--- config.mk ---
export PLATFORM = sky130hd
export DESIGN_NAME = traffic_phase_scheduler
export DESIGN_NICKNAME = d
export VERILOG_FILES = /design/src/rtl/traffic_phase_scheduler.sv
export SDC_FILE = /design/constraint.sdc
export NUM_CORES = 1
export LEC_CHECK = 0
export BUFFER_PORTS_ARGS = -buffer_cell sky130_fd_sc_hd__buf_2
export CORE_MARGIN = 3
export CORE_UTILIZATION = 50
export DETAILED_ROUTE_END_ITERATION = 10
export HOLD_SLACK_MARGIN = 0.12
export PLACE_DENSITY = 0.71
export SYNTH_ARGS = -nofsm -noshare
export SYNTH_HDL_FRONTEND = slang
export SYNTH_SLANG_ARGS = --single-unit
--- constraint.sdc ---
create_clock -name clk -period 3.1 [get_ports clk]
set_input_delay 0 -clock clk [delete_from_list [all_inputs] [get_ports clk]]
set_output_delay 0 -clock clk [all_outputs]
set_load 0.01 [all_outputs]
--- src/rtl/traffic_phase_scheduler.sv ---
// traffic_phase_scheduler: demand-driven round-robin signal controller for a
// four-approach intersection (N=0, E=1, S=2, W=3). Each green is followed by
// yellow and an all-red clearance. Light encoding: red=00, yellow=01, green=10.
// Optional build macro PREEMPT_PHASE_EN adds emergency-vehicle preemption
// through the preempt / preempt_dir ports.
//
// state  | meaning
// FLASH  | post-reset, all four approaches yellow for YELLOW_T ticks
// ALLRED | clearance interval, all red for ALLRED_T ticks, then pick next
// IDLE   | no demand, all red, waits for any req bit without a tick
// GREEN  | current approach green until demand elsewhere ends its turn
// YELLOW | current approach yellow for YELLOW_T ticks
module traffic_phase_scheduler #(
  parameter int TICK_DIV  = 50000000,
  parameter int GREEN_MIN = 5,
  parameter int GREEN_MAX = 20,
  parameter int YELLOW_T  = 2,
  parameter int ALLRED_T  = 1
) (
  input  logic       clk,
  input  logic       rst_n,
  input  logic [3:0] req,
`ifdef PREEMPT_PHASE_EN
  input  logic       preempt,
  input  logic [1:0] preempt_dir,
`endif
  output logic [1:0] north,
  output logic [1:0] east,
  output logic [1:0] south,
  output logic [1:0] west,
  output logic [3:0] grant,
  output logic       busy
);

  localparam int PW = (TICK_DIV > 2) ? $clog2(TICK_DIV) : 1;
  localparam logic [PW-1:0] PRE_LAST = PW'(TICK_DIV - 1);
  localparam logic [7:0] YEL_C  = 8'(YELLOW_T);
  localparam logic [7:0] AR_C   = 8'(ALLRED_T);
  localparam logic [7:0] GMIN_C = 8'(GREEN_MIN);
  localparam logic [7:0] GMAX_C = 8'(GREEN_MAX);

  localparam logic [2:0] S_FLASH  = 3'd0;
  localparam logic [2:0] S_ALLRED = 3'd1;
  localparam logic [2:0] S_IDLE   = 3'd2;
  localparam logic [2:0] S_GREEN  = 3'd3;
  localparam logic [2:0] S_YELLOW = 3'd4;

  localparam logic [1:0] L_RED = 2'b00;
  localparam logic [1:0] L_YEL = 2'b01;
  localparam logic [1:0] L_GRN = 2'b10;

  logic [PW-1:0] prescale;
  logic          tick;
  logic [2:0]    state, state_nxt;
  logic [7:0]    timer, timer_inc;
  logic [1:0]    cur, cur_nxt, ptr, ptr_nxt;
  logic [1:0]    winner;
  logic          any_req, other;
  logic [3:0]    cur_oh;
  logic          pre_on;
  logic [1:0]    pre_dir;
  logic [1:0]    lights [4];

`ifdef PREEMPT_PHASE_EN
  assign pre_on  = preempt;
  assign pre_dir = preempt_dir;
`else
  assign pre_on  = 1'b0;
  assign pre_dir = 2'd0;
`endif

  // Free-running tick prescaler, wraps at TICK_DIV-1
  always_ff @(posedge clk or negedge rst_n) begin
    if (!rst_n)                 prescale <= '0;
    else if (prescale == PRE_LAST) prescale <= '0;
    else                        prescale <= prescale + PW'(1);
  end

  assign tick = (prescale == PRE_LAST);

  // Thresholds are judged on the count this tick brings the timer to, so a
  // phase of T ticks ends exactly on its T-th tick edge.
  assign timer_inc = (tick && (timer != 8'hff)) ? timer + 8'd1 : timer;

  assign cur_oh  = 4'b0001 << cur;
  assign any_req = |req;
  assign other   = |(req & ~cur_oh);

  // Round-robin search starting just after ptr; ptr itself is checked last
  always_comb begin
    winner = ptr;
    for (int k = 3; k >= 1; k--) begin
      if (req[ptr + 2'(k)]) winner = ptr + 2'(k);
    end
  end

  // Next-state, current approach and pointer selection
  always_comb begin
    state_nxt = state;
    cur_nxt   = cur;
    ptr_nxt   = ptr;
    case (state)
      S_FLASH:  if (timer_inc == YEL_C) state_nxt = S_ALLRED;
      S_ALLRED: if (timer_inc == AR_C) begin
                  if (pre_on) begin
                    state_nxt = S_GREEN;
                    cur_nxt   = pre_dir;
                    ptr_nxt   = pre_dir;
                  end else if (any_req) begin
                    state_nxt = S_GREEN;
                    cur_nxt   = winner;
                    ptr_nxt   = winner;
                  end else begin
                    state_nxt = S_IDLE;
                  end
                end
      S_IDLE:   if (pre_on) begin
                  state_nxt = S_GREEN;
                  cur_nxt   = pre_dir;
                  ptr_nxt   = pre_dir;
                end else if (any_req) begin
                  state_nxt = S_GREEN;
                  cur_nxt   = winner;
                  ptr_nxt   = winner;
                end
      S_GREEN:  if (pre_on) begin
                  if (cur != pre_dir) state_nxt = S_YELLOW;
                end else if (other && (timer_inc >= GMIN_C) &&
                             (!req[cur] || (timer_inc >= GMAX_C))) begin
                  state_nxt = S_YELLOW;
                end
      S_YELLOW: if (timer_inc == YEL_C) state_nxt = S_ALLRED;
      default:  state_nxt = S_FLASH;
    endcase
  end

  // State, approach, pointer and phase timer registers
  always_ff @(posedge clk or negedge rst_n) begin
    if (!rst_n) begin
      state <= S_FLASH;
      timer <= 8'd0;
      cur   <= 2'd0;
      ptr   <= 2'd3;
    end else begin
      state <= state_nxt;
      cur   <= cur_nxt;
      ptr   <= ptr_nxt;
      timer <= (state_nxt != state) ? 8'd0 : timer_inc;
    end
  end

  // Light, grant and busy decode from the registered state
  always_comb begin
    for (int i = 0; i < 4; i++) lights[i] = L_RED;
    grant = 4'b0000;
    busy  = (state != S_IDLE);
    case (state)
      S_FLASH:  for (int i = 0; i < 4; i++) lights[i] = L_YEL;
      S_GREEN:  begin
                  lights[cur] = L_GRN;
                  grant       = cur_oh;
                end
      S_YELLOW: begin
                  lights[cur] = L_YEL;
                  grant       = cur_oh;
                end
      default:  ;
    endcase
  end

  assign north = lights[0];
  assign east  = lights[1];
  assign south = lights[2];
  assign west  = lights[3];

endmodule

* Word-level counts from Yosys, hierarchy flattened
Cells that the tools add are included.
** Storage, ports and cells
- Register bits after elaboration :: 41
- Latch bits :: 0
- RAM bits :: 0
- Bits in read-only memories :: 0
- Input bits :: 6
- Output and inout port bits :: 13
- Memories :: 0
** Operators by class
- Add/subtract/negate cells :: 5
- Multipliers :: 0
- Div/mod/pow operators :: 0
- Magnitude comparators :: 8
- Equality and inequality tests :: 11
- Shift operators :: 1
- Muxes and demuxes :: 30
- Bitwise operators :: 3
- Reduce and logical (&&, ||, !) cells :: 13
** Operators with widths (count)
- $add A26 B1 Y26 const B :: 1
- $eq A26 B26 Y1 const B :: 1
- $mux W26 :: 1
- $pmux W8 S3 :: 1
- $mux W2 :: 8
- $mux W8 :: 2
- $lt A2 B3 Y1 const B :: 4
- $mux W3 :: 4
- $pmux W3 S4 :: 1
- $add A8 B1 Y8 const B :: 1
- $bmux W1 S2 :: 4
- $eq A8 B1 Y1 const B :: 1
- $eq A8 B2 Y1 const B :: 1
- $ge A8 B3 Y1 const B :: 1
- $ge A8 B5 Y1 const B :: 1
- $ne A8 B8 Y1 const B :: 1
- $pmux W2 S2 :: 2
- $reduce_or A4 Y1 :: 2
- $eq A3 B2 Y1 const B :: 2
- $mux W1 :: 5
- $add A2 B2 Y2 const B :: 2
- $and A4 B4 Y4 :: 1
- $demux W2 S2 :: 1
- $logic_and A1 B1 Y1 :: 4
- other kinds (18) :: 19

* Longest topological paths before layout
- Word-level depth :: 10
- Gate-level depth with buffers :: 10

* Worst setup path after synthesis
OpenSTA, ideal clock, no wires.
- Kind :: reg2reg
- Start :: register prescale[0]
- End :: register timer[0]
- Setup time :: 121 ps
- Arrival :: 3243 ps
- Required time :: 2979 ps
- Path slack :: -264 ps
- Stages on the path, launching flop included :: 11
- Clock period less this slack :: 3364 ps
- Cell sequence :: dfrtp_1 -> ha_1 -> nand4_2 -> or4_4 -> or3_1 -> clkbuf_2 -> or3_4 -> a22o_1 -> a311o_1 -> a211oi_4 -> and4b_1
** Between the ends
- Word-level cells in the longest chain between the ends :: 10
** RTL lines
- start, declared :: line 52 : logic [PW-1:0] prescale;
- start signal, assigned :: line 76 : else prescale <= prescale + PW'(1);
- $eq A26 B26 Y1 (*) :: line 79 : assign tick = (prescale == PRE_LAST);
- $logic_and A1 B1 Y1 (*) :: line 83 : assign timer_inc = (tick && (timer != 8'hff)) ? timer + 8'd1 : timer;
- $mux W8 (*) :: line 83
- $ge A8 B3 Y1 or $ge A8 B5 Y1 (tied branches) :: line 128, 129
- $logic_and A1 B1 Y1 or $logic_or A1 B1 Y1 (tied branches) :: line 128, 129
- $logic_and A1 B1 Y1 :: line 128 : end else if (other && (timer_inc >= GMIN_C) &&
- $mux W3 :: line 128
- $pmux W3 S4 :: line 102 : case (state)
- $ne A3 B3 Y1 :: line 148 : timer <= (state_nxt != state) ? 8'd0 : timer_inc;
- $mux W8 (*) :: line 148
- end signal, assigned :: line 148
- end, declared :: line 55 : logic [7:0] timer, timer_inc;
Mark *: on every way between the ends. The rest lies on a longest branch, timed or not.
A chain may end at the register's enable or synchronous reset.

* Final worst setup path
- Start :: register prescale[22]
- End :: register timer[0]
Same word-level chain as after synthesis.

==> out/qor.txt <==
Peak VDD IR = 0.301 mV
final setup vio count = 0
final wirelength = 5.27 mm
CP max stage delay = 510 ps
most frequent cell after synthesis = nor2_1
crit path max fanout = 4
largest net degree at the start of global routing = 42
Synth async-reset ratio = 100%
number of synthesized flops with an enable pin = 0
kind of end point of the critical path = register
DR iter-0 viols = 94
clk slew on worst S/H paths = 80 ps
die area = 5830 sq um
Arrival @ worst endpoint = 3250 ps
P&R area growth vs syn = 19.9%
clock tree sinks = 41
CP delay by family, top = simple AND/OR/NAND/NOR gates
ranking of synthesized cells by area = dfrtp_1, nor2_1, xor2_1, xnor2_1, nand3_1
global-route wire length before repair = 9.03 mm
Syn Nets = 286
CTS max path bufs = 2
power per cell area = 486 nW/um^2
combinational family with the most area after synthesis = simple AND/OR/NAND/NOR gates
Synth Register Bits = 41
# DRC = 0
wl on met1 = 2.56 mm
outcome = complete, no violations
initial antenna violation count = 0
vias in the first global route = 2040
Top Layer Used = met4
Starting Density = 54.2%
Reg area = 1030 sq um
gr ovfl total = 0
Multi-input gate area = 1420 sq um
Post-Synth XOR/XNOR Area = 9.56%
Netlist Area Pre-Place = 2470 sq um
Die Wd = 76.3 um
post-synthesis mux area share = 4.35%
share of cells above drive strength 1 = 24.1%
worst path bufs/invs = 0
launching point of the worst reg2reg path = prescale[22]
Post-Place Cells = 371
Avg Vias per Cell = 5.40
Synth cell types = 51
Post-Syn Instances = 278
crit path kind = reg -> reg
ys flop type = dfrtp_1
Worst Path Required = 3290 ps
reg2reg end = timer[0]
Leakage Power = 1.33 nW
hold path start = req[2]
Post-synth top cells = nor2_1, dfrtp_1, nand2_1
via count = 2075
Hold EP = cur[1]
Ys Warns = 0
clock period minus worst slack = 3060 ps
Slowest-stage cell, CP = or4_4
actual slew at the worst max-slew pin = 867 ps
R2R depth = 8
I/O pin count = 19
Hold Crit Depth = 3
H-tree depth = 2
Rows = 24
TritonCTS clock tree = yes
adder-cell share of the synthesized area = 1.01%
Die Span Y = 76.3 um
gr usage total = 18.9%
top cell type's share of synthesized area = 39.5%
clock skew = 6.36 ps
Num CTS Buffers = 5
RSZ-0062 raised after global routing = true
max-cap violation count = 0
HPWL after DPL = 3.78 mm
fin. max-slew vios = 0
r2r setup slk = 40 ps
Non-Filler Instances = 384
Skew-Pair Late Insertion Delay = 300 ps
startpoint types = register
Hold Vio Cnt, Final = 0
Synth Area in Simple Gates = 28.8%
hold crit path type = in -> reg
number of buffers added on ports = 18
fmax = 0.327 GHz
crit-path cells = nand4_1 -> or4_4 -> or3_4 -> or3_4 -> a22o_1 -> a311o_1 -> a211oi_4 -> and4b_1
gpl congestion = 0.873
met2 wire length = 2.46 mm
fin crit share = 98.7%
met3 wire len = 156 um
filler instances = 405
Synth Area in Compound Gates = 11.7%
antenna diode count = 0
Synth area leader = dfrtp_1
CORE AREA = 4560 sq um
hold_ws = 159 ps
number of nets in the layout = 326
Rel. slew slack = 42.2%
Mapped Avg Cell Area = 8.90 sq um
Worst path most repeated cell = or3_4
clk root buf = clkbuf_8
Seq/Total Area, Yosys = 41.6%
worst setup path startpoint = prescale[22]
drt first pass iters = 4
count of antenna-violating nets left after detailed routing = 0
Routed WL per cell = 13.7 um
## per-layer routing
layer / track usage [%] / up-vias
met1: 24.5 / 980
met2: 30.3 / 30
met4: 8.70 / 0
met5: 0 / -
met3: 4.02 / 9
li1: - / 1056
## cell families (layout without fill, tap and decap cells)
kind of cell             count (synthesis)  after routing
XOR/XNOR                                27             27
buffers and inverters                   19             60
flip-flops                              41             41
AND/OR/NAND/NOR                        136            136
AO/OA/AOI/OAI                           44             44
adder cells (fa/ha/maj)                  2              2
multiplexers                             9              9
## placed cells by master, fill, tap and decap left out, drive strengths merged, types with 2 or more instances in the layout
master	netlist	layout
dfrtp	39	39
clkbuf	10	6
nand4	7	7
nand3	16	16
ha	2	2
or2	4	4
o21ai	9	9
and2	3	3
o31ai	2	2
a22oi	2	2
xor2	16	16
and4	2	2
and3	7	7
mux2	4	4
a22o	2	2
nand2b	6	6
xnor2	11	11
buf	1	43
and4b	2	2
nor3	8	8
or3	6	6
nand2	20	20
a21oi	13	13
mux2i	4	4
nor2b	5	5
or4	2	2
a31oi	7	7
inv	8	8
nor2	42	42
dfstp	2	2
## cell type report
type	count	share of cell area (%)
clock buffers	6	2.45
clock inverters	2	1.31
well taps	65	2.74
inverters	8	1.01
multi-input cells	218	48.0
repair buffers	44	9.83
flip-flops and latches	41	34.7
## timing repair
item                                   CTS  global route
endpoints found under the hold margin   39             0
buffers inserted                         0             4
hold buffers                             1             0
pin swaps                                1             4
setup endpoints to repair                7            10
gates resized for setup                  3            10
## power by group
part | leakage, nW | total (mW) | switching, mW | internal [mW]
Sequential | 0.540 | 0.663 | 0.0821 | 0.581
Combinational | 0.737 | 0.349 | 0.188 | 0.161
Clock | 0.0554 | 0.430 | 0.189 | 0.242
## stage by stage
stage	TNS [ps]	utilization (%)	power [mW]	worst slack [ps]	instance area, sq um
3_5_place_dp	0	60.5	1.01	0.374	2760
5_1_grt	-75.5	65.0	1.52	-20.9	2970
3_3_place_gp	0	60.5	1.00	52.7	2760
6_report	0	65.0	1.44	41.6	2970
4_1_cts	0	63.5	1.44	19.8	2900
2_1_floorplan	-138	-	0.903	-138	2480
## sequential cells by signal, indices dropped and copies added, names as in the netlist
register  cells
cur           2
state         3
prescale     26
ptr           2
timer         8
## worst reg2reg max path, cell delays in order (launching register included)
cell	delay, ps
dfrtp_1	410
nand4_1	180
or4_4	510
or3_4	380
or3_4	350
a22o_1	230
a311o_1	360
a211oi_4	310
and4b_1	230
## how the worst max path moves through the flow
| stage | slack, ps | cells past startpoint | end |
|---|---|---|---|
| 5_1_grt | -20 | 9 | timer[1] |
| 4_1_cts | 20 | 9 | timer[6] |
| 3_3_place_gp | 50 | 9 | timer[6] |
| 3_5_place_dp | 0.4 | 9 | timer[6] |
| 2_1_floorplan | -140 | 9 | timer[0] |
| 6_report | 40 | 8 | timer[0] |
Note: power is estimated with default switching activity, not from simulation.
